===== src/rtl/stv_stride_sequencer.sv =====
// Strided address sequencer: walks [min,max] by step over one or more passes,
// optionally bouncing direction between passes, with a done/status pulse at the end.
module stv_stride_sequencer #(
  parameter int WIDTH  = 8,
  parameter int PASS_W = 8
) (
  input  logic              clk,
  input  logic              rst,
  input  logic              cfg_valid,
  output logic              cfg_ready,
  input  logic [WIDTH-1:0]  cfg_min,
  input  logic [WIDTH-1:0]  cfg_max,
  input  logic [WIDTH-1:0]  cfg_step,
  input  logic [PASS_W-1:0] cfg_passes,
  input  logic              cfg_bounce,
  input  logic              abort,
  output logic              out_valid,
  input  logic              out_ready,
  output logic [WIDTH-1:0]  out_addr,
  output logic              out_pass_end,
  output logic              out_last,
  output logic              busy,
  output logic              done,
  output logic [1:0]        status
);

  typedef enum logic {IDLE, RUN} state_e;

  typedef struct packed {
    logic [WIDTH-1:0]  lo;
    logic [WIDTH-1:0]  hi;
    logic [WIDTH-1:0]  step;
    logic [PASS_W-1:0] passes;
    logic              bounce;
  } cfg_t;

  localparam logic [1:0] ST_OK    = 2'b00;
  localparam logic [1:0] ST_BAD   = 2'b01;
  localparam logic [1:0] ST_ABORT = 2'b10;

  state_e            state_q, state_d;
  cfg_t              cfg_q, cfg_d;
  logic [WIDTH-1:0]  addr_q, addr_d;
  logic              down_q, down_d;
  logic [PASS_W-1:0] pass_q, pass_d;
  logic              done_q, done_d;
  logic [1:0]        status_q, status_d;

  // Widened arithmetic so stepping past the top or below zero never aliases.
  logic        [WIDTH:0]   up_nxt;
  logic signed [WIDTH+1:0] dn_nxt;
  logic                    pass_end_raw, is_run, beat, cfg_bad;

  always_comb begin
    up_nxt       = {1'b0, addr_q} + {1'b0, cfg_q.step};
    dn_nxt       = $signed({2'b00, addr_q}) - $signed({2'b00, cfg_q.step});
    pass_end_raw = down_q ? (dn_nxt < $signed({2'b00, cfg_q.lo}))
                          : (up_nxt > {1'b0, cfg_q.hi});
    is_run       = (state_q == RUN);
    out_pass_end = is_run & pass_end_raw;
    out_last     = out_pass_end & (pass_q == PASS_W'(cfg_q.passes - 1'b1));
    beat         = is_run & out_ready;
    cfg_bad      = (cfg_step == '0) || (cfg_min > cfg_max) || (cfg_passes == '0);
  end

  assign cfg_ready = (state_q == IDLE);
  assign busy      = is_run;
  assign out_valid = is_run;
  assign out_addr  = addr_q;
  assign done      = done_q;
  assign status    = status_q;

  always_comb begin
    state_d  = state_q;
    cfg_d    = cfg_q;
    addr_d   = addr_q;
    down_d   = down_q;
    pass_d   = pass_q;
    done_d   = 1'b0;
    status_d = status_q;
    case (state_q)
      IDLE: begin
        if (cfg_valid) begin
          if (cfg_bad) begin
            done_d   = 1'b1;
            status_d = ST_BAD;
          end else begin
            cfg_d   = '{lo: cfg_min, hi: cfg_max, step: cfg_step,
                        passes: cfg_passes, bounce: cfg_bounce};
            addr_d  = cfg_min;
            down_d  = 1'b0;
            pass_d  = '0;
            state_d = RUN;
          end
        end
      end
      RUN: begin
        if (beat) begin
          if (!pass_end_raw) begin
            addr_d = down_q ? dn_nxt[WIDTH-1:0] : up_nxt[WIDTH-1:0];
          end else if (out_last) begin
            state_d  = IDLE;
            done_d   = 1'b1;
            status_d = ST_OK;
          end else begin
            pass_d = pass_q + 1'b1;
            if (cfg_q.bounce) begin
              down_d = ~down_q;
              addr_d = down_q ? cfg_q.lo : cfg_q.hi;
            end else begin
              addr_d = cfg_q.lo;
            end
          end
        end
        // A final beat completing in the abort cycle reports completion instead.
        if (abort && !(beat && out_last)) begin
          state_d  = IDLE;
          done_d   = 1'b1;
          status_d = ST_ABORT;
        end
      end
      default: state_d = IDLE;
    endcase
  end

  always_ff @(posedge clk) begin
    if (rst) begin
      state_q  <= IDLE;
      cfg_q    <= '0;
      addr_q   <= '0;
      down_q   <= 1'b0;
      pass_q   <= '0;
      done_q   <= 1'b0;
      status_q <= ST_OK;
    end else begin
      state_q  <= state_d;
      cfg_q    <= cfg_d;
      addr_q   <= addr_d;
      down_q   <= down_d;
      pass_q   <= pass_d;
      done_q   <= done_d;
      status_q <= status_d;
    end
  end

endmodule


===== config.mk =====
export PLATFORM = sky130hd
export DESIGN_NAME = stv_stride_sequencer
export DESIGN_NICKNAME = d
export VERILOG_FILES = /design/src/rtl/stv_stride_sequencer.sv
export SDC_FILE = /design/constraint.sdc
export NUM_CORES = 1
export LEC_CHECK = 0
export BUFFER_PORTS_ARGS = -buffer_cell sky130_fd_sc_hd__buf_2
export CAP_MARGIN = 15
export CORE_MARGIN = 4
export CORE_UTILIZATION = 30
export DETAILED_ROUTE_END_ITERATION = 8
export SYNTH_ARGS = -nofsm -noshare
export SYNTH_HDL_FRONTEND = slang
export SYNTH_SLANG_ARGS = --single-unit

===== constraint.sdc =====
create_clock -name clk -period 3.9 [get_ports clk]
set_input_delay 0.39 -clock clk [delete_from_list [all_inputs] [get_ports clk]]
set_output_delay 0.39 -clock clk [all_outputs]
set_load 0.02 [all_outputs]

Yosys cells after proc, flatten, opt, wreduce, memory -nomap -nowiden
Cells that the tools add are included.

Output and inout bits: 16. Flip-flop bits (word level): 54. Logic and storage cells: 92. Bits of input ports: 38.

Equality and inequality tests: 12. Bitwise logic cells: 6. $add $sub $neg: 4. Magnitude comparators: 3. Mux-type cells: 44. Reduce and logical (&&, ||, !) cells: 12.

Operators with widths (count): 8-bit 2-to-1 mux (13); 8-bit one-hot mux with 2 select lines (2); 1-bit 2-to-1 mux (19); 8-bit logical NOT (2); 2-bit 2-to-1 mux (6); 5-bit AND reduction (2); 8-bit by 8-bit adder with 9-bit output (1); 9-bit by 8-bit > comparator with 1-bit output (1); 9-bit less-than comparator (1); 8-bit by 8-bit subtractor with 9-bit output (1); 8-bit by 1-bit adder with 8-bit output, second input constant (1); 8-bit equality test (1); 8-bit > comparator (1); 2-bit by 1-bit inequality test with 1-bit output, second input constant (4); 8-bit by 1-bit subtractor with 8-bit output, second input constant (1); 2-bit inequality test, second input constant (3); 3-bit by 1-bit inequality test with 1-bit output, second input constant (2); 1-bit one-hot mux with 2 select lines (3); 6-bit AND reduction (1); 2-bit one-hot mux with 2 select lines (1); 4-bit AND reduction (1); 1-bit AND (3); 3-bit by 2-bit inequality test with 1-bit output, second input constant (1); 3-bit inequality test, second input constant (1); other kinds (5) (9).

Logic depth before layout (Yosys ltp)
Gate-level depths: netlist of the first run.

Depth in word-level cells: 10. Mapped depth: 18. Depth with buffers taken out: 17.

Least setup slack after synthesis of the first run
No wires, ideal clock.

Kind: reg2out. From: reg addr_q[0], in the netlist out_addr[0]. To: out out_last. Setup slack: 0.198 ns. Path buffers: 1. Data arrival time: 3.312 ns. Required time: 3.510 ns. Cell stages (with the launch flop): 15. Cells stage by stage: dfxtp_1 > ha_1 > fa_1 > nand2b_4 > a21oi_2 > a221o_2 > xnor2_1 > ha_1 > a21o_1 > a21oi_1 > a22oi_1 > o21ai_0 > a22oi_4 > buf_2 > and3_1.

Longest elaborated chain between the ends: 5. Elaborated cells on any way between the ends: 7. Those cells by class: add/sub: 2; order compare: 2; mux: 1; bitwise: 2.

Ends and longest elaborated chain: start: declaration (RTL line 43) `logic [WIDTH-1:0] addr_q, addr_d;`; start signal: assignment (RTL line 138) `addr_q <= addr_d;`; 8-bit by 8-bit adder with 9-bit output or 8-bit by 8-bit subtractor with 9-bit output (tied branches) (RTL line 55, 56); 9-bit by 8-bit > comparator with 1-bit output or 9-bit less-than comparator (tied branches) (RTL line 58, 57); 1-bit 2-to-1 mux * (RTL line 57) `pass_end_raw = down_q ? (dn_nxt < $signed({2'b00, cfg_q.lo}))`; 1-bit AND * (RTL line 60) `out_pass_end = is_run & pass_end_raw;`; 1-bit AND * (RTL line 61) `out_last = out_pass_end & (pass_q == PASS_W'(cfg_q.passes - 1'b1));`; end: declaration (RTL line 21) `output logic out_last,`.

Every way passes the cells marked *; elsewhere a longest branch is shown, timed or not.

Worst setup path after layout of the first run
From: reg cfg_q[9] (netlist bit). To: out out_last.

Longest elaborated chain between the ends: 5. Elaborated cells on any way between the ends: 7. Those cells by class: add/sub: 2; order compare: 2; mux: 1; bitwise: 2.

Ends and longest elaborated chain: start: declaration (RTL line 42) `cfg_t cfg_q, cfg_d;`; start signal: assignment (RTL line 137) `cfg_q <= cfg_d;`; 8-bit by 8-bit adder with 9-bit output or 8-bit by 8-bit subtractor with 9-bit output (tied branches) (RTL line 55, 56); 9-bit by 8-bit > comparator with 1-bit output or 9-bit less-than comparator (tied branches) (RTL line 58, 57); 1-bit 2-to-1 mux * (RTL line 57); 1-bit AND * (RTL line 60); 1-bit AND * (RTL line 61).

Marks and branches as above.

==> results of run 1 <==
logic make-up after synthesis:
kind of cell,after synthesis,synth area share [%]
and+or+nand+nor,143,17.2
adders and majority gates,43,13.7
DFF,54,26.8
xor gates and xnor gates,24,5.21
muxes,51,12.7
AOI/OAI and AO/OA,102,17.5
buffers and inverters,64,7.01
area by class of cell:
class,count,area (um2)
Clock buffer,5,125
Clock inverter,3,43.8
Fill cell,1384,8450
Inverter,41,154
Multi-Input combinational cell,363,2750
Sequential cell,54,1080
Tap cell,176,220
Timing Repair Buffer,65,365
path summary, 6_finish.rpt:
path,startpoint,end,slack (ps)
worst min register to register,status[0],status[0],480
worst min-delay path,cfg_bounce,cfg_q[0],320
worst max-delay path,cfg_q[9],out_last,90
worst max register to register,cfg_q[9],out_addr[3],150
through the flow:
step                      std cells  setup TNS, ps  util [%]
after floorplan                 481              0         -
after global placement          695          -25.6      33.8
after detailed placement        695              0      33.8
after CTS                       705              0      35.2
after global routing            707          -44.7      35.9
final                           707              0      35.9
sequential cells by signal (all words and copies together) (netlist names):
| signal | flops |
|---|---|
| cfg_q | 33 |
| busy | 1 |
| out_addr | 8 |
| down_q | 1 |
| done | 1 |
| pass_q | 8 |
| status | 2 |
worst max-delay path: stages, from the launching register on:
cell and delay [ps]:
dfxtp_2 320, buf_4 140, ha_4 150, fa_2 390, nand2b_4 90, a21oi_2 60, a221o_2 410, xnor2_2 150
ha_1 330, a21o_1 190, a21oi_2 150, o21ai_1 100, o21ai_2 170, a22oi_4 120, and3_4 210, buf_6 120
synth_stat cells, drive strengths merged, types with 3 or more instances:
| library cell | n |
|---|---|
| a211oi | 4 |
| a21oi | 34 |
| a22oi | 4 |
| a31oi | 3 |
| and2 | 6 |
| and3 | 6 |
| buf | 13 |
| clkbuf | 10 |
| dfxtp | 54 |
| ha | 41 |
| inv | 40 |
| mux2i | 50 |
| nand2 | 25 |
| nand2b | 3 |
| nand3 | 10 |
| nand4 | 4 |
| nor2 | 58 |
| nor2b | 6 |
| nor3 | 4 |
| nor4 | 4 |
| o211ai | 6 |
| o21ai | 29 |
| o21bai | 4 |
| o22ai | 3 |
| or3 | 7 |
| xnor2 | 15 |
| xor2 | 9 |
layer usage:
layer | part of all wire (%) | vias up
met4 | 0.97 | 0
met2 | 46 | 71
met3 | 4.6 | 7
met5 | 0 | -
met1 | 48 | 1669
li1 | - | 1775
cell usage in the layout (no fill, tap or decap), types with 7 or more instances in the layout:
cell type / count
dfxtp_1: 53
xor2_1: 9
buf_2: 52
xnor2_1: 13
buf_4: 11
nor2_1: 58
nand2_1: 25
mux2i_1: 50
o21ai_0: 20
o21ai_1: 7
or3_1: 7
ha_1: 37
a21oi_1: 30
nand3_1: 9
inv_1: 40
report_power, final:
| part | internal, W | switching, W | leakage (nW) |
|---|---|---|---|
| combinational | 0.000392 | 0.000511 | 1.52 |
| clock | 0.000305 | 0.000223 | 0.0842 |
| sequential | 0.000591 | 0.0000428 | 0.442 |
| total | 0.00129 | 0.000776 | 2.04 |
timing repair:
item | CTS | global route
endpoints found under the setup margin | 2 | 18
buffers inserted | 2 | 2
cloned | 0 | 0
pin swaps | 2 | 13
gates resized for setup | 3 | 20
hold buffers | 0 | 0
==> key figures, run 1 <==
Worst setup path
  – Critical path data required time: 3510 ps
  – Worst Path Arrival: 3420 ps
  – CP max FO: 5
  – Crit Path Class: reg2out
  – Register-to-Register Path Depth: 18
  – Worst Setup Start Kind: register
  – Critical Path End Type: output port

Min path
  – Hold crit path type: in2reg
  – Hold depth: 3

Global routing
  – Largest net degree at the start of global routing: 43
  – Met2 Resource Use GR: 23.2%
  – GRT met1 Usage: 19.9%
  – GRT Resource Usage Total: 14.5%
  – Initial antenna violation count: 0
  – Overflow after GRT: 0
  – Met3 GRT Util: 3.09%
  – First-pass GRT wire length: 17.3 mm
  – Vias in the first global route: 3450
  – Most used routing layer in global routing: met2

STA
  – Worst Clk Skew: 8.02 ps
  – Max-slew violation count: 0
  – Hold_ws: 323 ps
  – Relative slew slack: 56.4%
  – Tmin final: 3810 ps
  – Hold Vio Cnt, Final: 0
  – RSZ-0062 raised after global routing: true
  – Slew @ Worst Pin: 653 ps
  – Setup slack after layout: 93.1 ps
  – Max Clk Rate: 263 MHz
  – Final setup fails: 0
  – Tcrit/Tclk final: 97.6%

Clock network
  – Clock Path Buffers: 2
  – CTS buffer count: 5
  – H-tree level count: 2
  – Worst skew pair latency: 310 ps
  – Root Buffer: clkbuf_16
  – Worst-path clk slew: 80 ps
  – CTS tree: done
  – Clk sinks: 54

Placement
  – Final RePlAce weighted congestion: 0.895
  – Post-placement setup slack: 14.7 ps
  – Final HPWL DP: 8.48 mm
  – PortBufs: 53
  – DP Area: 4450 um2

Floorplanning
  – Row count: 42
  – Initial cell density of the core: 30.6%
  – Vert. Die Dim: 124 um
  – Die X: 124 um
  – Die area: 15400 um2
  – IO Pins: 54
  – Core box area: 13200 um2

Synth
  – Seq cells post-synth: 54
  – Synth warnings: 0
  – Synth top area share: 26.8%
  – Syn_nets: 562
  – Cell taking the most area after synthesis: dfxtp_1
  – Synth Flop Type: dfxtp_1
  – Number of flops mapped to enable cells by yosys: 0
  – Mapped Cells: 481
  – Post-synthesis async set-or-reset flop share: 0%
  – Synthesized area per cell: 8.39 um2
  – Post-Syn Area: 4040 um2
  – Unique masters post-synth: 59
  – Largest cells by area after synthesis: dfxtp_1, ha_1, mux2i_1
  – Register area share after synthesis: 26.8%

Final layout
  – Design area: 4740 um2
  – Layout cells sized above 1: 19.2%
  – NumNets Final: 611
  – Area delta synth->final: 17.3%
  – Ant. Diodes: 0

Routing
  – Avg WL per Cell: 15.5 um
  – DR iter-0 viols: 148
  – DR pass1 iterations: 4
  – Drt drc: 0
  – Avg Vias per Cell: 4.98
  – WL final: 10.9 mm
  – Post-DRT Antenna Nets: 0
  – Vias: 3522

Status
  – Outcome: completed

Power
  – Worst vdd ir: 266 uV
  – Leakage Power: 2.04 nW
  – Tot Pwr: 0.00206 W
  – Cell Pwr Density: 436 nW/um2

Job
  – Max Cap Viol: 0
Power figures use the tool's default switching activity.
==> inputs of run 2 (changes only) <==
--- a/config.mk
+++ b/config.mk
@@ -10,6 +10,7 @@
 export CORE_MARGIN = 4
 export CORE_UTILIZATION = 30
 export DETAILED_ROUTE_END_ITERATION = 8
+export MAX_ROUTING_LAYER = met4
 export SYNTH_ARGS = -nofsm -noshare
 export SYNTH_HDL_FRONTEND = slang
 export SYNTH_SLANG_ARGS = --single-unit
==> constraint.sdc (replaced) <==
create_clock -name clk -period 3.4 [get_ports clk]
set_input_delay 0.34 -clock clk [delete_from_list [all_inputs] [get_ports clk]]
set_output_delay 0.34 -clock clk [all_outputs]
set_load 0.02 [all_outputs]
==> run 2 against run 1 <==
Effect of this change:
- the run now ends with setup timing left
- global-route usage grew 0.96 points
- setup slack lost 320 ps
- combinational power grew 35%
- wire length grew 3.9%
- sequential cell count is the same
- total power grew 20%
- non-clock buffer count grew 33
- critical path depth shrank 1
- hold slack lost 35 ps
- critical endpoint unchanged
- largest cell class unchanged
- highest routed layer unchanged
==> key figures, run 2 (synthesis gave the netlist of run 1 again) <==
Global routing
  – Largest net degree at the start of global routing: 33 (was 43)
  – First-pass GRT wire length: 18.4 mm (was 17.3 mm)
  – Initial antenna violation count: 0 (unchanged)
  – Vias in the first global route: 3767 (was 3450)
  – Overflow after GRT: 0 (unchanged)
  – GRT Resource Usage Total: 15.4% (was 14.5%)

Status
  – Outcome: complete, but fails checks (was completed)
  – Failing checks: setup timing

Routing
  – Avg Vias per Cell: 4.99 (was 4.98)
  – DR pass1 iterations: 4 (unchanged)
  – Met1 Routed Length: 5.50 mm (was 5.29 mm)
  – Top sig layer: met4 (unchanged)
  – Vias: 3695 (was 3522)
  – Post-DRT Antenna Nets: 0 (unchanged)
  – WL final: 11.4 mm (was 10.9 mm)
  – DR iter-0 viols: 145 (was 148)
  – Metal3 WL: 417 um (was 501 um)
  – Met2 Wirelength: 5.38 mm (was 5.04 mm)
  – Drt drc: 0 (unchanged)
  – Avg WL per Cell: 15.3 um (was 15.5 um)

Worst setup path
  – Buffers & Inverters on Critical Path: 1 (was 2)
  – CP endpoint: out_last (unchanged)
  – Critical path data required time: 3060 ps (was 3510 ps)
  – CP Cell Sequence: ha_4 -> fa_2 -> nand2b_4 -> a21oi_4 -> a221o_2 -> xnor2_2 -> ha_1 -> a21o_1 -> a21oi_2 -> o21ai_1 -> o21ai_2 -> a22oi_4 -> and3_4 -> buf_6 (was buf_4 -> ha_4 -> fa_2 -> nand2b_4 -> a21oi_2 -> a221o_2 -> xnor2_2 -> ha_1 -> a21o_1 -> a21oi_2 -> o21ai_1 -> o21ai_2 -> a22oi_4 -> and3_4 -> buf_6)
  – Critical Path End Type: output port (unchanged)
  – Crit Path Class: reg2out (unchanged)
  – Worst Setup Start Kind: register (unchanged)
  – Crit Reg-Reg Endpoint: out_addr[7] (was out_addr[3])
  – CP top delay family: compound AO/OA/AOI/OAI gates (unchanged)
  – Crit Reg-Reg Startpoint: out_addr[0] (was cfg_q[9])
  – Critical Path Start: out_addr[0] (was cfg_q[9])
  – Register-to-Register Path Depth: 17 (was 18)
  – Slowest CP cell: a221o_2 (unchanged)
  – CP max FO: 5 (unchanged)
  – Worst Path Arrival: 3290 ps (was 3420 ps)
  – R2R setup slack: -170 ps (was 150 ps)
  – Worst path depth: 14 (was 15)
  – Crit path largest cell delay: 380 ps (was 410 ps)

Final layout
  – Multi-input logic area: 2830 um2 (was 2750 um2)
  – Register area: 1090 um2 (was 1080 um2)
  – Layout cells sized above 1: 26.7% (was 19.2%)
  – Non-filler cells, final: 741 (was 707)
  – NumNets Final: 645 (was 611)
  – Most common library cell in the layout ignoring fill and taps: nor2_1 (unchanged)
  – Largest register FFs: 33 (unchanged)
  – Ant. Diodes: 0 (unchanged)
  – Design area: 5090 um2 (was 4740 um2)
  – Most flops, register: cfg_q (unchanged)
  – Filler cells: 1361 (was 1384)
  – Area delta synth->final: 26.1% (was 17.3%)
  – Most frequent cells in the layout: nor2_1, buf_2, mux2i_1, dfxtp_1, inv_1 (was nor2_1, dfxtp_1, buf_2, mux2i_1, inv_1)

Placement
  – Placed insts: 725 (was 695)
  – DP Area: 4710 um2 (was 4450 um2)
  – Final RePlAce weighted congestion: 0.864 (was 0.895)
  – Final HPWL DP: 8.87 mm (was 8.48 mm)
  – PortBufs: 53 (unchanged)

STA
  – Hold Vio Cnt, Final: 0 (unchanged)
  – RSZ-0062 raised after global routing: true (unchanged)
  – Tcrit/Tclk final: 107%
  – Setup slack after layout: -226 ps (was 93.1 ps)
  – Tmin final: 3630 ps
  – Max Clk Rate: 276 MHz
  – Worst Clk Skew: 11.5 ps (was 8.02 ps)
  – Slew @ Worst Pin: 671 ps (was 653 ps)
  – Relative slew slack: 55.2% (was 56.4%)
  – Max-slew violation count: 0 (unchanged)
  – Final setup fails: 20 (was 0)

Job
  – Max Cap Viol: 0 (unchanged)

Min path
  – Hold crit path type: in2reg (unchanged)

Floorplanning
  – Die area: 15400 um2 (unchanged)
  – Core box area: 13200 um2 (unchanged)
  – Row count: 42 (unchanged)
  – Die X: 124 um (unchanged)
  – Initial cell density of the core: 30.6% (unchanged)
  – IO Pins: 54 (unchanged)
  – Vert. Die Dim: 124 um (unchanged)

Clock network
  – CTS tree: done (unchanged)
  – Root Buffer: clkbuf_16 (unchanged)
  – Worst-path clk slew: 80 ps (about the same)
  – H-tree level count: 2 (unchanged)
  – CTS buffer count: 5 (unchanged)
  – # hold bufs at CTS: 0 (unchanged)
  – Clk sinks: 54 (unchanged)
  – Worst skew pair latency: 300 ps (was 310 ps)
  – Clock Path Buffers: 2 (unchanged)

Power
  – Worst vdd ir: 282 uV (was 266 uV)
  – Leakage Power: 2.22 nW (was 2.04 nW)
  – Cell Pwr Density: 488 nW/um2 (was 436 nW/um2)
[run 2: cell count changes in the layout (fill, tap and decap cells not counted), moves of 2 or more]
cell	delta
o21ai_2	+6
o21ai_0	-7
dfxtp_1	-3
and2_4	+2
buf_4	+26
dfxtp_2	+2
buf_6	+7
and2_1	-2
[run 2: metal layers]
layer	GRT usage, %	up-vias
met2	26.2	86
met4	2.46	0
met3	2.13	6
met5	-	-
met1	20.0	1745
li1	-	1858
[run 2: worst min-delay path by stage]
stage,from,depth (start not counted),slack [ps],endpoint
2_1_floorplan,cfg_q[18],2,460,cfg_q[18]
3_3_place_gp,status[0],2,460,status[0]
3_5_place_dp,status[0],2,470,status[0]
4_1_cts,cfg_max[7],3,290,cfg_q[24]
5_1_grt,cfg_max[7],3,300,cfg_q[24]
6_report,cfg_passes[3],3,290,cfg_q[4]
[run 2: report_power, final]
group | leakage, nW | internal, W | switching [W] | total (W)
sequential | 0.443 | 0.000679 | 0.0000451 | 0.000724
clock | 0.0746 | 0.000278 | 0.000263 | 0.000541
combinational | 1.71 | 0.000580 | 0.000640 | 0.00122
total | 2.22 | 0.00154 | 0.000948 | 0.00248
[run 2: what timing repair did]
item                                    in CTS  in global routing
buffers inserted                             4                  3
endpoints found under the setup margin      22                 22
resized for setup                           25                 24
cloned                                       1                  0
pin swaps                                   14                  7
[run 2: worst min-delay path, cell delays in order]
cell	delay [ps]
buf_2	80
mux2i_1	60
nor2_1	70
[run 2: per-stage QoR]
step	hold WS, ps	utilization (%)	setup WS [ps]	power, W	setup TNS (ps)
detailed placement	469	35.7	-415	0.00177	-6320
global placement	461	35.7	-363	0.00175	-6090
floorplan	460	-	-37.6	0.00148	-100
CTS	289	37.8	-178	0.00241	-1700
global route	298	38.6	-380	0.00264	-6340
finish	288	38.6	-226	0.00248	-2410
[run 2: area by class of cell]
class | count | area share (%)
clock inverters | 3 | 0.442
well taps | 176 | 4.33
flip-flops and latches | 54 | 21.4
repair buffers | 98 | 12.8
clock buffers | 5 | 2.46
multi-input cells | 364 | 55.6
inverters | 41 | 3.02
==> inputs of run 3 (changes only) <==
==> constraint.sdc (replaced) <==
create_clock -name clk -period 3.4 [get_ports clk]
set_input_delay 0.34 -clock clk [delete_from_list [all_inputs] [get_ports clk]]
set_output_delay 0.34 -clock clk [all_outputs]
set_load 0.05 [all_outputs]
==> run 3 against run 2 <==
Effect of this change:
- the run still ends with setup timing left
- die area unchanged
- via count decreased by 1.1%
- combinational power barely moved
- sequential cell count is the same
- core utilization is 0.095 points lower
- critical path type unchanged
==> key figures, run 3 (synthesis gave the netlist of run 1 again) <==
Status
  – Outcome: complete, but fails checks (unchanged)
  – Failing checks: setup timing (unchanged)

Final layout
  – Largest register FFs: 33 (unchanged)
  – Multi-input logic area: 2840 um2 (was 2830 um2)
  – Most flops, register: cfg_q (unchanged)
  – NumNets Final: 640 (was 645)
  – Ant. Diodes: 0 (unchanged)
  – Layout cells sized above 1: 25.9% (was 26.7%)
  – Register area: 1090 um2 (about the same)
  – Most common library cell in the layout ignoring fill and taps: nor2_1 (unchanged)
  – Area delta synth->final: 25.8% (was 26.1%)
  – Most frequent cells in the layout: nor2_1, buf_2, mux2i_1, dfxtp_1, inv_1 (unchanged)
  – Filler cells: 1354 (was 1361)

Clock network
  – Worst skew pair latency: 300 ps (about the same)
  – H-tree level count: 2 (unchanged)
  – Worst-path clk slew: 80 ps (about the same)
  – Clk sinks: 54 (unchanged)
  – Root Buffer: clkbuf_16 (unchanged)
  – CTS tree: done (unchanged)
  – CTS buffer count: 5 (unchanged)
  – Clock Path Buffers: 2 (unchanged)

Routing
  – DR pass1 iterations: 4 (unchanged)
  – Avg WL per Cell: 15.2 um (was 15.3 um)
  – Vias: 3653 (was 3695)
  – WL final: 11.2 mm (was 11.4 mm)
  – Drt drc: 0 (unchanged)
  – Avg Vias per Cell: 4.96 (was 4.99)
  – Post-DRT Antenna Nets: 0 (unchanged)
  – DR iter-0 viols: 223 (was 145)

Job
  – Max Cap Viol: 0 (unchanged)

Placement
  – Final RePlAce weighted congestion: 0.911 (was 0.864)
  – Post-placement setup slack: -324 ps (was -415 ps)
  – Final HPWL DP: 8.79 mm (was 8.87 mm)
  – PortBufs: 53 (unchanged)

Worst setup path
  – Critical path data required time: 3060 ps (about the same)
  – Critical Path End Type: output port (unchanged)
  – Worst Setup Start Kind: register (unchanged)
  – Worst Path Arrival: 3310 ps (was 3290 ps)
  – CP max FO: 5 (unchanged)
  – Crit Path Class: reg2out (unchanged)

Global routing
  – Vias in the first global route: 3701 (was 3767)
  – Overflow after GRT: 0 (unchanged)
  – GRT Resource Usage Total: 15.4% (about the same)
  – Largest net degree at the start of global routing: 43 (was 33)
  – Initial antenna violation count: 0 (unchanged)
  – First-pass GRT wire length: 18.4 mm (about the same)

STA
  – Worst Clk Skew: 6.74 ps (was 11.5 ps)
  – Max-slew violation count: 0 (unchanged)
  – Max Clk Rate: 274 MHz (was 276 MHz)
  – Setup slack after layout: -250 ps (was -226 ps)
  – Final setup fails: 20 (unchanged)
  – RSZ-0062 raised after global routing: true (unchanged)
  – Slew @ Worst Pin: 678 ps (was 671 ps)
  – Hold Vio Cnt, Final: 0 (unchanged)
  – Relative slew slack: 54.7% (was 55.2%)
  – Tmin final: 3650 ps (was 3630 ps)
  – Tcrit/Tclk final: 107% (about the same)

Power
  – Leakage Power: 2.21 nW (was 2.22 nW)
  – Cell Pwr Density: 494 nW/um2 (was 488 nW/um2)
  – Tot Pwr: 0.00251 W (was 0.00248 W)
  – Worst vdd ir: 220 uV (was 282 uV)

Floorplanning
  – Initial cell density of the core: 30.6% (unchanged)
  – Vert. Die Dim: 124 um (unchanged)
  – Row count: 42 (unchanged)
  – IO Pins: 54 (unchanged)
  – Die area: 15400 um2 (unchanged)
  – Core box area: 13200 um2 (unchanged)
  – Die X: 124 um (unchanged)

Min path
  – Hold crit path type: in2reg (unchanged)
run 3: changes by cell type in the layout (fill, tap and decap cells not counted), sizes merged:
cell / previous run / this run
buf: 98 / 93
clkinv: 2 / 3
inv: 42 / 40
clkbuf: 5 / 6
run 3: worst max-delay path, stage by stage, from the launching register on:
cell and delay, ps:
dfxtp_4 360, ha_4 160, fa_2 370, nand2b_4 90, a21oi_4 60, a221o_2 380
xnor2_2 160, ha_1 310, a21o_1 170, a21oi_2 160, o21ai_1 100, o21ai_2 200
a22oi_4 130, and3_4 210, buf_8 140
run 3: routing by layer:
metal  wire [um]  up-vias  track usage (%)
met2        5290       80             25.1
li1            -     1846                -
met3         396        9             1.68
met5           0        -                -
met1        5360     1718             20.7
met4         144        0             3.29
run 3: cell type report:
class / instances / share of cell area (%)
Multi-Input combinational cell: 364 / 55.9
Sequential cell: 54 / 21.6
Timing Repair Buffer: 93 / 12.1
Tap cell: 176 / 4.34
Inverter: 41 / 3.03
Clock buffer: 6 / 2.74
Clock inverter: 2 / 0.345
run 3: what timing repair did:
| action | in CTS | in global routing |
|---|---|---|
| resized for setup | 20 | 12 |
| cloned | 0 | 1 |
| endpoints found under the setup margin | 23 | 22 |
| pin swaps | 10 | 12 |
| setup buffers | 3 | 2 |
| hold buffers | 0 | 0 |
run 3: stage by stage:
stage / area [um2] / instances / setup TNS (ps) / hold slack, ps / util (%)
after floorplan: 4080 / 481 / -338 / 460 / -
after global placement: 4720 / 722 / -4880 / 461 / 35.8
after detailed placement: 4720 / 722 / -5480 / 469 / 35.8
after CTS: 4970 / 733 / -1730 / 281 / 37.7
after global routing: 5080 / 736 / -5420 / 304 / 38.5
final: 5080 / 736 / -1970 / 282 / 38.5
run 3: final timing paths:
| kind | from | slack, ps | to | cells past startpoint |
|---|---|---|---|---|
| setup / recovery | out_addr[0] | -250 | out_last | 14 |
| hold / removal | cfg_bounce | 280 | cfg_q[0] | 3 |
| setup reg to reg | out_addr[0] | -190 | out_addr[4] | 17 |
| hold reg to reg | status[0] | 480 | status[0] | 2 |
run 3: where the power goes:
part / internal (W) / switching, W / total, W
clock network: 0.000297 / 0.000252 / 0.000549
logic: 0.000558 / 0.000674 / 0.00123
registers: 0.000681 / 0.0000459 / 0.000726
total: 0.00154 / 0.000972 / 0.00251
